[src/rtl/exc_pkg.sv]
`default_nettype none
// ============================================================================
// Module   : exc_pkg
// Brief    : ExcCodes, Status bit positions and arbiter FSM states shared
//            with CP0.
// Revision : 1.0
// ============================================================================
package exc_pkg;

  localparam logic [4:0] c_exc_int = 5'd0;
  localparam logic [4:0] c_exc_sys = 5'd8;
  localparam logic [4:0] c_exc_bp  = 5'd9;
  localparam logic [4:0] c_exc_tr  = 5'd13;

  localparam int c_st_ie    = 0;
  localparam int c_st_exl   = 1;
  localparam int c_st_im_lo = 10;
  localparam int c_st_im_hi = 15;

  typedef enum logic [1:0] {
    ST_IDLE  = 2'd0,
    ST_ISSUE = 2'd1,
    ST_DRAIN = 2'd2
  } exc_state_t;

  // A delay-slot instruction restarts at its branch, one word earlier.
  function automatic logic [31:0] epc_adjust(input logic [31:0] pc, input logic dslot);
    return dslot ? (pc - 32'd4) : pc;
  endfunction

endpackage
`default_nettype wire

[src/rtl/int_sync.sv]
`default_nettype none
// ============================================================================
// Module   : int_sync
// Brief    : Per-bit flop chain; STAGES=1 is a plain register stage.
// Revision : 1.0
// ============================================================================
module int_sync #(
  parameter int WIDTH  = 1,
  parameter int STAGES = 2
) (
  input  logic             clk,
  input  logic             rst_n,
  input  logic [WIDTH-1:0] d,
  output logic [WIDTH-1:0] q
);

  logic [STAGES-1:0][WIDTH-1:0] r_stage;

  always_ff @(posedge clk) begin
    if (!rst_n) begin
      r_stage <= '0;
    end else begin
      r_stage[0] <= d;
      for (int s = 1; s < STAGES; s++) begin
        r_stage[s] <= r_stage[s-1];
      end
    end
  end

  assign q = r_stage[STAGES-1];

endmodule
`default_nettype wire

[src/rtl/exc_arb.sv]
`default_nettype none
// ============================================================================
// Module   : exc_arb
// Brief    : Picks one exception/interrupt per boundary, pulses it to CP0,
//            flushes and drains. EXC_ARB_INT_SYNC_EN selects a 2-flop
//            interrupt synchronizer instead of a single register stage.
// Revision : 1.0
// ============================================================================
module exc_arb
  import exc_pkg::*;
#(
  parameter int DRAIN_CYCLES = 2
) (
  input  logic        clk,
  input  logic        rst_n,
  input  logic [5:0]  int_raw,
  input  logic        timer_int,
  input  logic [31:0] status,
  input  logic        id_valid,
  input  logic [31:0] id_pc,
  input  logic        id_dslot,
  input  logic        id_syscall,
  input  logic        id_break,
  input  logic        id_trap,
  input  logic        id_eret,
  input  logic        stall_i,
  output logic        exception,
  output logic        eret,
  output logic [4:0]  cause,
  output logic [31:0] epc,
  output logic        delay,
  output logic [5:0]  int_o,
  output logic        flush_o,
  output logic        busy_o
);

`ifdef EXC_ARB_INT_SYNC_EN
  localparam int c_sync_stages = 2;
`else
  localparam int c_sync_stages = 1;
`endif
  localparam logic [3:0] c_drain_init = 4'(DRAIN_CYCLES - 1);

  logic [5:0]  w_int_sync;
  logic        r_timer;
  logic        w_int_ok;
  logic [31:0] r_last_pc;
  logic        r_last_dslot;
  logic [31:0] w_src_pc;
  logic        w_src_dslot;
  logic        w_evt;
  logic        w_eret;
  logic [4:0]  w_cause;
  logic [31:0] w_epc;
  logic        w_delay;
  exc_state_t  r_state;
  logic [3:0]  r_cnt;
  logic        w_status_unused;

  assign w_status_unused = ^{status[31:16], status[9:2]};

  int_sync #(
    .WIDTH  (6),
    .STAGES (c_sync_stages)
  ) u_int_sync (
    .clk   (clk),
    .rst_n (rst_n),
    .d     (int_raw),
    .q     (w_int_sync)
  );

  // Timer is already clk-synchronous, so it only gets one register stage.
  always_ff @(posedge clk) begin
    if (!rst_n) r_timer <= 1'b0;
    else        r_timer <= timer_int;
  end

  assign int_o    = {w_int_sync[5] | r_timer, w_int_sync[4:0]};
  assign w_int_ok = (|(int_o & status[c_st_im_hi:c_st_im_lo])) &
                    status[c_st_ie] & ~status[c_st_exl];

  always_ff @(posedge clk) begin
    if (!rst_n) begin
      r_last_pc    <= '0;
      r_last_dslot <= 1'b0;
    end else if (id_valid) begin
      r_last_pc    <= id_pc;
      r_last_dslot <= id_dslot;
    end
  end

  assign w_src_pc    = id_valid ? id_pc    : r_last_pc;
  assign w_src_dslot = id_valid ? id_dslot : r_last_dslot;

  always_comb begin
    w_evt   = 1'b0;
    w_eret  = 1'b0;
    w_cause = c_exc_int;
    w_epc   = epc_adjust(id_pc, id_dslot);
    w_delay = id_dslot;
    if (id_valid && id_eret) begin
      w_evt   = 1'b1;
      w_eret  = 1'b1;
      w_epc   = id_pc;
      w_delay = 1'b0;
    end else if (id_valid && id_syscall) begin
      w_evt   = 1'b1;
      w_cause = c_exc_sys;
    end else if (id_valid && id_break) begin
      w_evt   = 1'b1;
      w_cause = c_exc_bp;
    end else if (id_valid && id_trap) begin
      w_evt   = 1'b1;
      w_cause = c_exc_tr;
    end else if (w_int_ok) begin
      w_evt   = 1'b1;
      w_epc   = epc_adjust(w_src_pc, w_src_dslot);
      w_delay = w_src_dslot;
    end
  end

  always_ff @(posedge clk) begin
    if (!rst_n) begin
      r_state   <= ST_IDLE;
      r_cnt     <= '0;
      exception <= 1'b0;
      eret      <= 1'b0;
      cause     <= '0;
      epc       <= '0;
      delay     <= 1'b0;
      flush_o   <= 1'b0;
      busy_o    <= 1'b0;
    end else begin
      case (r_state)
        ST_IDLE: begin
          if (!stall_i && w_evt) begin
            r_state   <= ST_ISSUE;
            exception <= 1'b1;
            flush_o   <= 1'b1;
            busy_o    <= 1'b1;
            eret      <= w_eret;
            cause     <= w_cause;
            epc       <= w_epc;
            delay     <= w_delay;
          end
        end
        ST_ISSUE: begin
          r_state   <= ST_DRAIN;
          exception <= 1'b0;
          flush_o   <= 1'b0;
          eret      <= 1'b0;
          r_cnt     <= c_drain_init;
        end
        ST_DRAIN: begin
          if (r_cnt == 4'd0) begin
            r_state <= ST_IDLE;
            busy_o  <= 1'b0;
          end else begin
            r_cnt <= r_cnt - 4'd1;
          end
        end
        default: r_state <= ST_IDLE;
      endcase
    end
  end

endmodule
`default_nettype wire

[config.mk]
export PLATFORM = sky130hd
export DESIGN_NAME = exc_arb
export DESIGN_NICKNAME = d
export VERILOG_FILES = /design/src/rtl/exc_pkg.sv /design/src/rtl/int_sync.sv /design/src/rtl/exc_arb.sv
export SDC_FILE = /design/constraint.sdc
export NUM_CORES = 1
export LEC_CHECK = 0
export CELL_PAD_IN_SITES_DETAIL_PLACEMENT = 1
export CELL_PAD_IN_SITES_GLOBAL_PLACEMENT = 1
export CORE_MARGIN = 2
export CORE_UTILIZATION = 39
export CTS_CLUSTER_DIAMETER = 200
export DETAILED_ROUTE_END_ITERATION = 7
export MAX_ROUTING_LAYER = met4
export PLACE_DENSITY = 0.9
export RECOVER_POWER = 25
export SKIP_CTS_REPAIR_TIMING = 1
export SYNTH_ARGS = -nofsm -noshare
export SYNTH_HDL_FRONTEND = slang
export SYNTH_SLANG_ARGS = --single-unit
export TNS_END_PERCENT = 20
[constraint.sdc]
create_clock -name clk -period 7.25 [get_ports clk]
set_clock_uncertainty 0.15 [all_clocks]
set_input_delay 0.725 -clock clk [delete_from_list [all_inputs] [get_ports clk]]
set_output_delay 0.725 -clock clk [all_outputs]
set_load 0.03 [all_outputs]
==> reports/results.tsv, run 1 <==
stage	metric	value	unit
floorplan	floorplan.die.height	119	um
route	routed.top_layer	met4	
global_routing	number_of_antenna_violations_at_the_first_check_in_global_routing	0	
route	detailed_route_wire_length_per_cell	21.3	um
route	dr_wl_met3	1250	um
synthesis	synth_adder_area_share	0.723	%
global_routing	grt_pass1_vias	5779	
flow_run	cap_violations	1	
finish	fill_cells	1593	
worst_setup_path	critical_path_maximum_fanout	46	
synthesis	synth_top_family_by_area	simple AND/OR/NAND/NOR gates	
placed_design	placedInstanceArea	6230	um^2
synthesis	synth-warning-count	0	
worst_setup_path	max_stage_delay	0.78	ns
worst_setup_path	ff2ff_setup_slack	4.10	ns
timing	final-setup-viol-count	0	
floorplan	die_area	14200	um^2
timing	hold_violations	0	
global_routing	grt_overflow	0	
synthesis	dominantRegCellSynth	sky130_fd_sc_hd__dfxtp_1	
timing	least_margin_pin_slew	2.38	ns
route	met1Wirelength	7850	um
timing	timing.final.max_slew_violations	51	
timing	rsz0062_at_grt	no	
synthesis	postSynthRegisterBits	85	
finish	diodes	0	
min_path	hp-class	register to register	
synthesis	synthesis.area	5190	um^2
floorplan	area_of_the_core	13100	um^2
global_routing	gr-usage-all-layers	27.8	%
synthesis	synth_compound_area_share	20.7	%
placed_design	numPlacedInstances	884	
synthesis	synth-async-reset-ratio	0	%
clock_tree	tritoncts	done	
route	vias	5538	
worst_setup_path	end_kind	register	
synthesis	synth_sequential_area_ratio	32.8	%
timing	maxClockFrequency	0.225	GHz
floorplan	design.portCount	128	
worst_setup_path	required_time_at_the_worst_slack_endpoint	7.35	ns
floorplan	number_of_rows_created_at_floorplan	42	
clock_tree	cts_htree_levels	3	
clock_tree	clkTransAtPathRegs	0.07	ns
worst_setup_path	criticalPathCategory	input port to register	
worst_setup_path	timing.reg2reg.worst_path_depth	6	
timing	period_minus_slack	4.45	ns
route	drc_errors	0	
finish	area_delta_synth_final	25.8	%
min_path	min_delay_worst_endpoint	cause[2]	
clock_tree	clk-insertion-delay-late	0.36	ns
global_routing	grt_pass1_wl	30500	um
synthesis	syn_inst	653	
finish	finish.instance_area	6530	um^2
clock_tree	cts_buffer_depth	2	
route	via_per_inst	6.15	
synthesis	syn-mean-instance-area	7.95	um^2
power_and_ir_drop	power.static_leakage	2.35	nW
worst_setup_path	critical_path.reg2reg.endpoint	epc[28]	
placed_design	dp.final_hpwl	13500	um
outcome	run_status	complete, but fails checks	
route	routed_wirelength	19200	um
worst_setup_path	slowest_stage	sky130_fd_sc_hd__a222oi_1	
route	ant_nets	0	
finish	fin_nets	802	
worst_setup_path	r2r-start	r_last_pc[11]	
placed_design	final_weighted_congestion_in_routability_driven_placement	0.925	
synthesis	synth_xor_area_share	4.39	%
worst_setup_path	timing.critical_path.from_type	input port	
clock_tree	cts_root_buffer_type	sky130_fd_sc_hd__clkbuf_16	
floorplan	initial_utilization	39.5	%
timing	finalCritPeriodShare	61.4	%
clock_tree	cts_sinks	85	
synthesis	synth_enable_flop_cells	0	
power_and_ir_drop	worst_ir_drop_vdd	0.118	mV
worst_setup_path	critical_path_cell_by_cell	buf_2 -> buf_4 -> or4b_1 -> a222oi_1 -> nand2_1 -> or4_1 -> a21oi_1 -> o31ai_1	
min_path	min_delay_path_depth	2	
finish	drive_gt1_share	5.94	%
route	drt_pass1_iterations	5	
timing	slew-limit-headroom	-58.3	%
min_path	hold_path_startpoint	cause[2]	
finish	post-route-util	49.7	%
synthesis	yosys.area_share.simple	27.5	%
finish	stdcell_count	900	
synthesis	synth_cell_type_count	73	
power_and_ir_drop	power_density	200	nW/um^2
clock_tree	numCtsBuffers	9	
worst_setup_path	worstSetupStartpoint	id_valid	
floorplan	die_w	119	um
outcome	failed_checks	max-capacitance violations, max-slew violations	
timing	fin_tns_setup	0	ns
placed_design	port_buffers	101	
route	dr_wl_met2	9510	um
worst_setup_path	arrival	4.55	ns
route	drtIter0Drc	479	
global_routing	largest_net_degree_at_the_start_of_global_routing	51	
synthesis	synth.area.mux_share	8.44	%
-- sequential cells by signal (all words and copies together), names as in the netlist, 2 cells and up --
register and count:
epc 32, r_last_pc 32, u_int_sync.q 6, r_cnt 4, cause 3, r_state 2
-- placed cells by master, fill, tap and decap left out, drive strengths merged, types with 5 or more instances in the layout --
cell	instances
or4	10
buf	6
nand2	56
clkbuf	11
mux2i	37
a32o	5
nand4	9
nor2	72
a221oi	10
o22ai	6
or4b	6
nor3	22
dfxtp	85
nand3	19
a21oi	37
nor4	12
a22oi	6
and2	10
dlygate4sd3	5
inv	11
xnor2	13
clkdlybuf4s50	95
xor2	13
or3	13
nand2b	10
mux2	6
nor3b	8
o31ai	5
o21ai	45
-- how the worst max path moves through the flow --
stage	end	cells after the start
floorplan	epc[28]	12
global placement	epc[28]	8
detailed placement	epc[28]	8
CTS	epc[28]	8
global route	epc[28]	8
finish	epc[28]	8
-- layer usage --
metal,track usage (%),up-vias
met5,-,-
met4,11.7,0
met3,3.78,58
met2,48.1,263
met1,32.5,2676
li1,-,2541
-- cell families after synthesis --
family	Yosys count
fa+ha+maj	3
xor+xnor	26
flops	85
other cells	1
simple gates	273
mux	43
buf+inv	62
compound gates	160
-- area by class of cell --
class / count / area (um^2) / share of cell area, %
clock inverters: 7 / 78.8 / 1.21
flip-flops and latches: 85 / 1700 / 26.1
clock buffers: 9 / 225 / 3.45
repair buffers: 108 / 1050 / 16.1
multi-input cells: 507 / 3220 / 49.4
well taps: 176 / 220 / 3.37
inverters: 8 / 30.0 / 0.460
-- power by group --
part	internal, mW	switching (mW)
Sequential	0.497	0.0218
Combinational	0.118	0.177
Clock	0.272	0.221
-- synthesized netlist by cell type, drive strengths merged, types with 4 or more instances --
cell	number	area (um^2)
a21oi	37	185
nor3b	8	60.1
xor2	13	114
xnor2	13	114
nand3	19	95.1
nand4	9	56.3
buf	19	116
or3	13	81.3
and3	4	25.0
a22oi	6	50.1
o31ai	5	37.5
or4b	6	60.1
nor3	22	110
a32o	5	50.1
o21ai	45	225
o22ai	6	37.5
nor4	12	75.1
nand2	56	210
nand2b	10	62.6
mux2i	37	370
clkbuf	35	131
nor2	72	270
a31oi	4	25.0
mux2	6	67.6
and2	10	62.6
dfxtp	85	1700
a211oi	4	30.0
or3b	4	35.0
or4	10	75.1
a221oi	10	87.6
a222oi	4	40.0
inv	7	26.3
-- per-stage QoR --
stage               power [mW]  hold slack, ns  setup slack (ns)
CTS                       1.31           0.315              2.86
floorplan                0.697           0.311              2.75
detailed placement       0.819           0.305              2.52
finish                    1.31           0.315              2.80
global route              1.35           0.332              2.56
global placement         0.805           0.296              2.68
-- critical path, delay by kind of cell --
| family | cells | cell delay [ns] |
|---|---|---|
| buffers and inverters | 2 | 1.26 |
| AO/OA/AOI/OAI | 3 | 1.05 |
| AND/OR/NAND/NOR | 3 | 1.46 |
Power figures use the tool's default switching activity.
==> run 2, diff against run 1 <==
--- a/config.mk
+++ b/config.mk
@@ -8,11 +8,11 @@
 export CELL_PAD_IN_SITES_DETAIL_PLACEMENT = 1
 export CELL_PAD_IN_SITES_GLOBAL_PLACEMENT = 1
 export CORE_MARGIN = 2
-export CORE_UTILIZATION = 39
+export CORE_UTILIZATION = 36
 export CTS_CLUSTER_DIAMETER = 200
 export DETAILED_ROUTE_END_ITERATION = 7
 export MAX_ROUTING_LAYER = met4
-export PLACE_DENSITY = 0.9
+export PLACE_DENSITY = 0.84
 export RECOVER_POWER = 25
 export SKIP_CTS_REPAIR_TIMING = 1
 export SYNTH_ARGS = -nofsm -noshare
==> constraint.sdc (replaced) <==
create_clock -name clk -period 4.3 [get_ports clk]
set_clock_uncertainty 0.15 [all_clocks]
set_input_delay 0.43 -clock clk [delete_from_list [all_inputs] [get_ports clk]]
set_output_delay 0.43 -clock clk [all_outputs]
set_load 0.03 [all_outputs]
==> reports/results.tsv, run 2 (same netlist as run 1, synthesis figures left out) <==
stage	metric	value	unit
route	drt_pass1_iterations	5	
timing	period_minus_slack	3.44	ns
timing	hold_violations	0	
timing	timing.final.max_slew_violations	51	
worst_setup_path	ff2ff_setup_slack	1.32	ns
finish	finish.instance_area	6640	um^2
route	drtIter0Drc	383	
placed_design	placedInstanceArea	6340	um^2
global_routing	grt_pass1_wl	30700	um
route	ant_nets	0	
global_routing	number_of_antenna_violations_at_the_first_check_in_global_routing	0	
outcome	failed_checks	max-capacitance violations, max-slew violations	
route	routed_wirelength	19400	um
finish	drive_gt1_share	7.73	%
clock_tree	clk-insertion-delay-late	0.36	ns
finish	fill_cells	1701	
floorplan	design.portCount	128	
timing	finalCritPeriodShare	80.0	%
finish	fin_nets	815	
clock_tree	tritoncts	done	
finish	mostFrequentLayoutCell	sky130_fd_sc_hd__dfxtp_1	
route	drc_errors	0	
worst_setup_path	r2r-start	r_last_pc[3]	
clock_tree	clkTransAtPathRegs	0.07	ns
power_and_ir_drop	swShare	32.0	%
timing	least_margin_pin_slew	2.48	ns
placed_design	final_weighted_congestion_in_routability_driven_placement	0.871	
power_and_ir_drop	clkPwrFrac	37.6	%
floorplan	die_area	15400	um^2
timing	maxClockFrequency	0.291	GHz
floorplan	floorplan.die.height	124	um
global_routing	grt_pass1_vias	5878	
worst_setup_path	setup.worst_path.end	epc[12]	
power_and_ir_drop	seq_power_share	39.7	%
clock_tree	cts_htree_levels	3	
timing	slew-limit-headroom	-65.1	%
min_path	hp-class	register to register	
route	vias	5548	
worst_setup_path	timing.reg2reg.worst_path_depth	9	
timing	fin_tns_setup	0	ns
worst_setup_path	criticalPathCategory	input port to register	
finish	post-route-util	47.4	%
finish	diodes	0	
min_path	hold_path_startpoint	cause[2]	
floorplan	area_of_the_core	14000	um^2
floorplan	initial_utilization	37.1	%
worst_setup_path	required_time_at_the_worst_slack_endpoint	4.29	ns
power_and_ir_drop	report.power.total	2.20	mW
worst_setup_path	critical_path_maximum_fanout	50	
floorplan	die_w	124	um
worst_setup_path	worstSetupStartpoint	rst_n	
outcome	run_status	complete, but fails checks	
global_routing	grt_overflow	0	
finish	area_delta_synth_final	27.9	%
timing	rsz0062_at_grt	no	
power_and_ir_drop	combPwrFrac	22.7	%
clock_tree	cts_root_buffer_type	sky130_fd_sc_hd__clkbuf_16	
power_and_ir_drop	net-switching-power	705	uW
clock_tree	cts_buffer_depth	2	
power_and_ir_drop	power_density	332	nW/um^2
placed_design	dp.final_hpwl	14000	um
worst_setup_path	arrival	3.43	ns
finish	top_library_cells_by_usage_in_the_layout_fill_and_taps_aside	sky130_fd_sc_hd__dfxtp_1, sky130_fd_sc_hd__clkdlybuf4s50_1, sky130_fd_sc_hd__nor2_1	
power_and_ir_drop	internal-power	1.50	mW
timing	final-setup-viol-count	0	
floorplan	number_of_rows_created_at_floorplan	43	
route	via_per_inst	6.05	
flow_run	cap_violations	1	
worst_setup_path	end_kind	register	
clock_tree	numCtsBuffers	9	
route	detailed_route_wire_length_per_cell	21.2	um
global_routing	gr-usage-all-layers	26.8	%
global_routing	largest_net_degree_at_the_start_of_global_routing	51	
power_and_ir_drop	power.static_leakage	2.47	nW
clock_tree	cts_sinks	85	
worst_setup_path	critical_path.reg2reg.endpoint	epc[28]	
power_and_ir_drop	worst_ir_drop_vdd	0.179	mV
placed_design	port_buffers	101	
worst_setup_path	timing.critical_path.from_type	input port	
==> run 2: cell types whose count changed in the layout (fill, tap and decap cells not counted) <==
cell / change
sky130_fd_sc_hd__clkdlybuf4s50_1: -19
sky130_fd_sc_hd__dlygate4sd3_1: +19
sky130_fd_sc_hd__buf_4: +14
sky130_fd_sc_hd__and2_0: -3
sky130_fd_sc_hd__and2_1: +3
sky130_fd_sc_hd__clkbuf_1: -1
==> run 2: power by group through the flow <==
| stage | sequential [mW] | combinational (mW) | clock [mW] |
|---|---|---|---|
| global placement | 0.888 | 0.481 | 0 |
| finish | 0.874 | 0.501 | 0.827 |
| floorplan | 0.930 | 0.245 | 0 |
| CTS | 0.874 | 0.502 | 0.828 |
| detailed placement | 0.891 | 0.498 | 0 |
| global route | 0.879 | 0.539 | 0.858 |
==> run 2: metrics by stage <==
| step | std cells | setup slack, ns | hold slack [ns] |
|---|---|---|---|
| finish | 917 | 0.861 | 0.308 |
| global route | 917 | 0.634 | 0.341 |
| CTS | 917 | 1.08 | 0.313 |
| detailed placement | 901 | 0.724 | 0.304 |
| global placement | 901 | 0.771 | 0.294 |
| floorplan | 654 | 0.0915 | 0.311 |
==> run 2: layer usage <==
metal	vias up	global-route usage, %	routed length, um
met3	42	5.22	1010
met2	180	45.2	9540
met1	2764	31.4	8370
met5	-	-	0
met4	0	10.5	479
li1	2562	-	-
==> run 2: how the worst min path moves through the flow <==
stage                         to  slack (ns)  depth (start not counted)
finish                  cause[2]        0.31                          2
global route            cause[2]        0.34                          2
CTS                     cause[2]        0.31                          2
detailed placement      cause[2]        0.30                          2
global placement        cause[2]        0.29                          2
floorplan           r_last_pc[0]        0.31                          2
==> run 2: layout make-up <==
type	instances	area (um^2)	area share, %
Multi-Input combinational cell	507	3220	48.6
Sequential cell	85	1700	25.6
Timing Repair Buffer	121	1150	17.4
Clock buffer	9	225	3.39
Tap cell	180	225	3.39
Clock inverter	7	78.8	1.19
Inverter	8	30.0	0.452
==> run 2: worst max-delay path, stage by stage <==
cell                            delay [ns]
sky130_fd_sc_hd__dlygate4sd3_1        0.80
sky130_fd_sc_hd__clkinv_1             0.14
sky130_fd_sc_hd__clkbuf_1             1.77
sky130_fd_sc_hd__o22ai_1              0.27
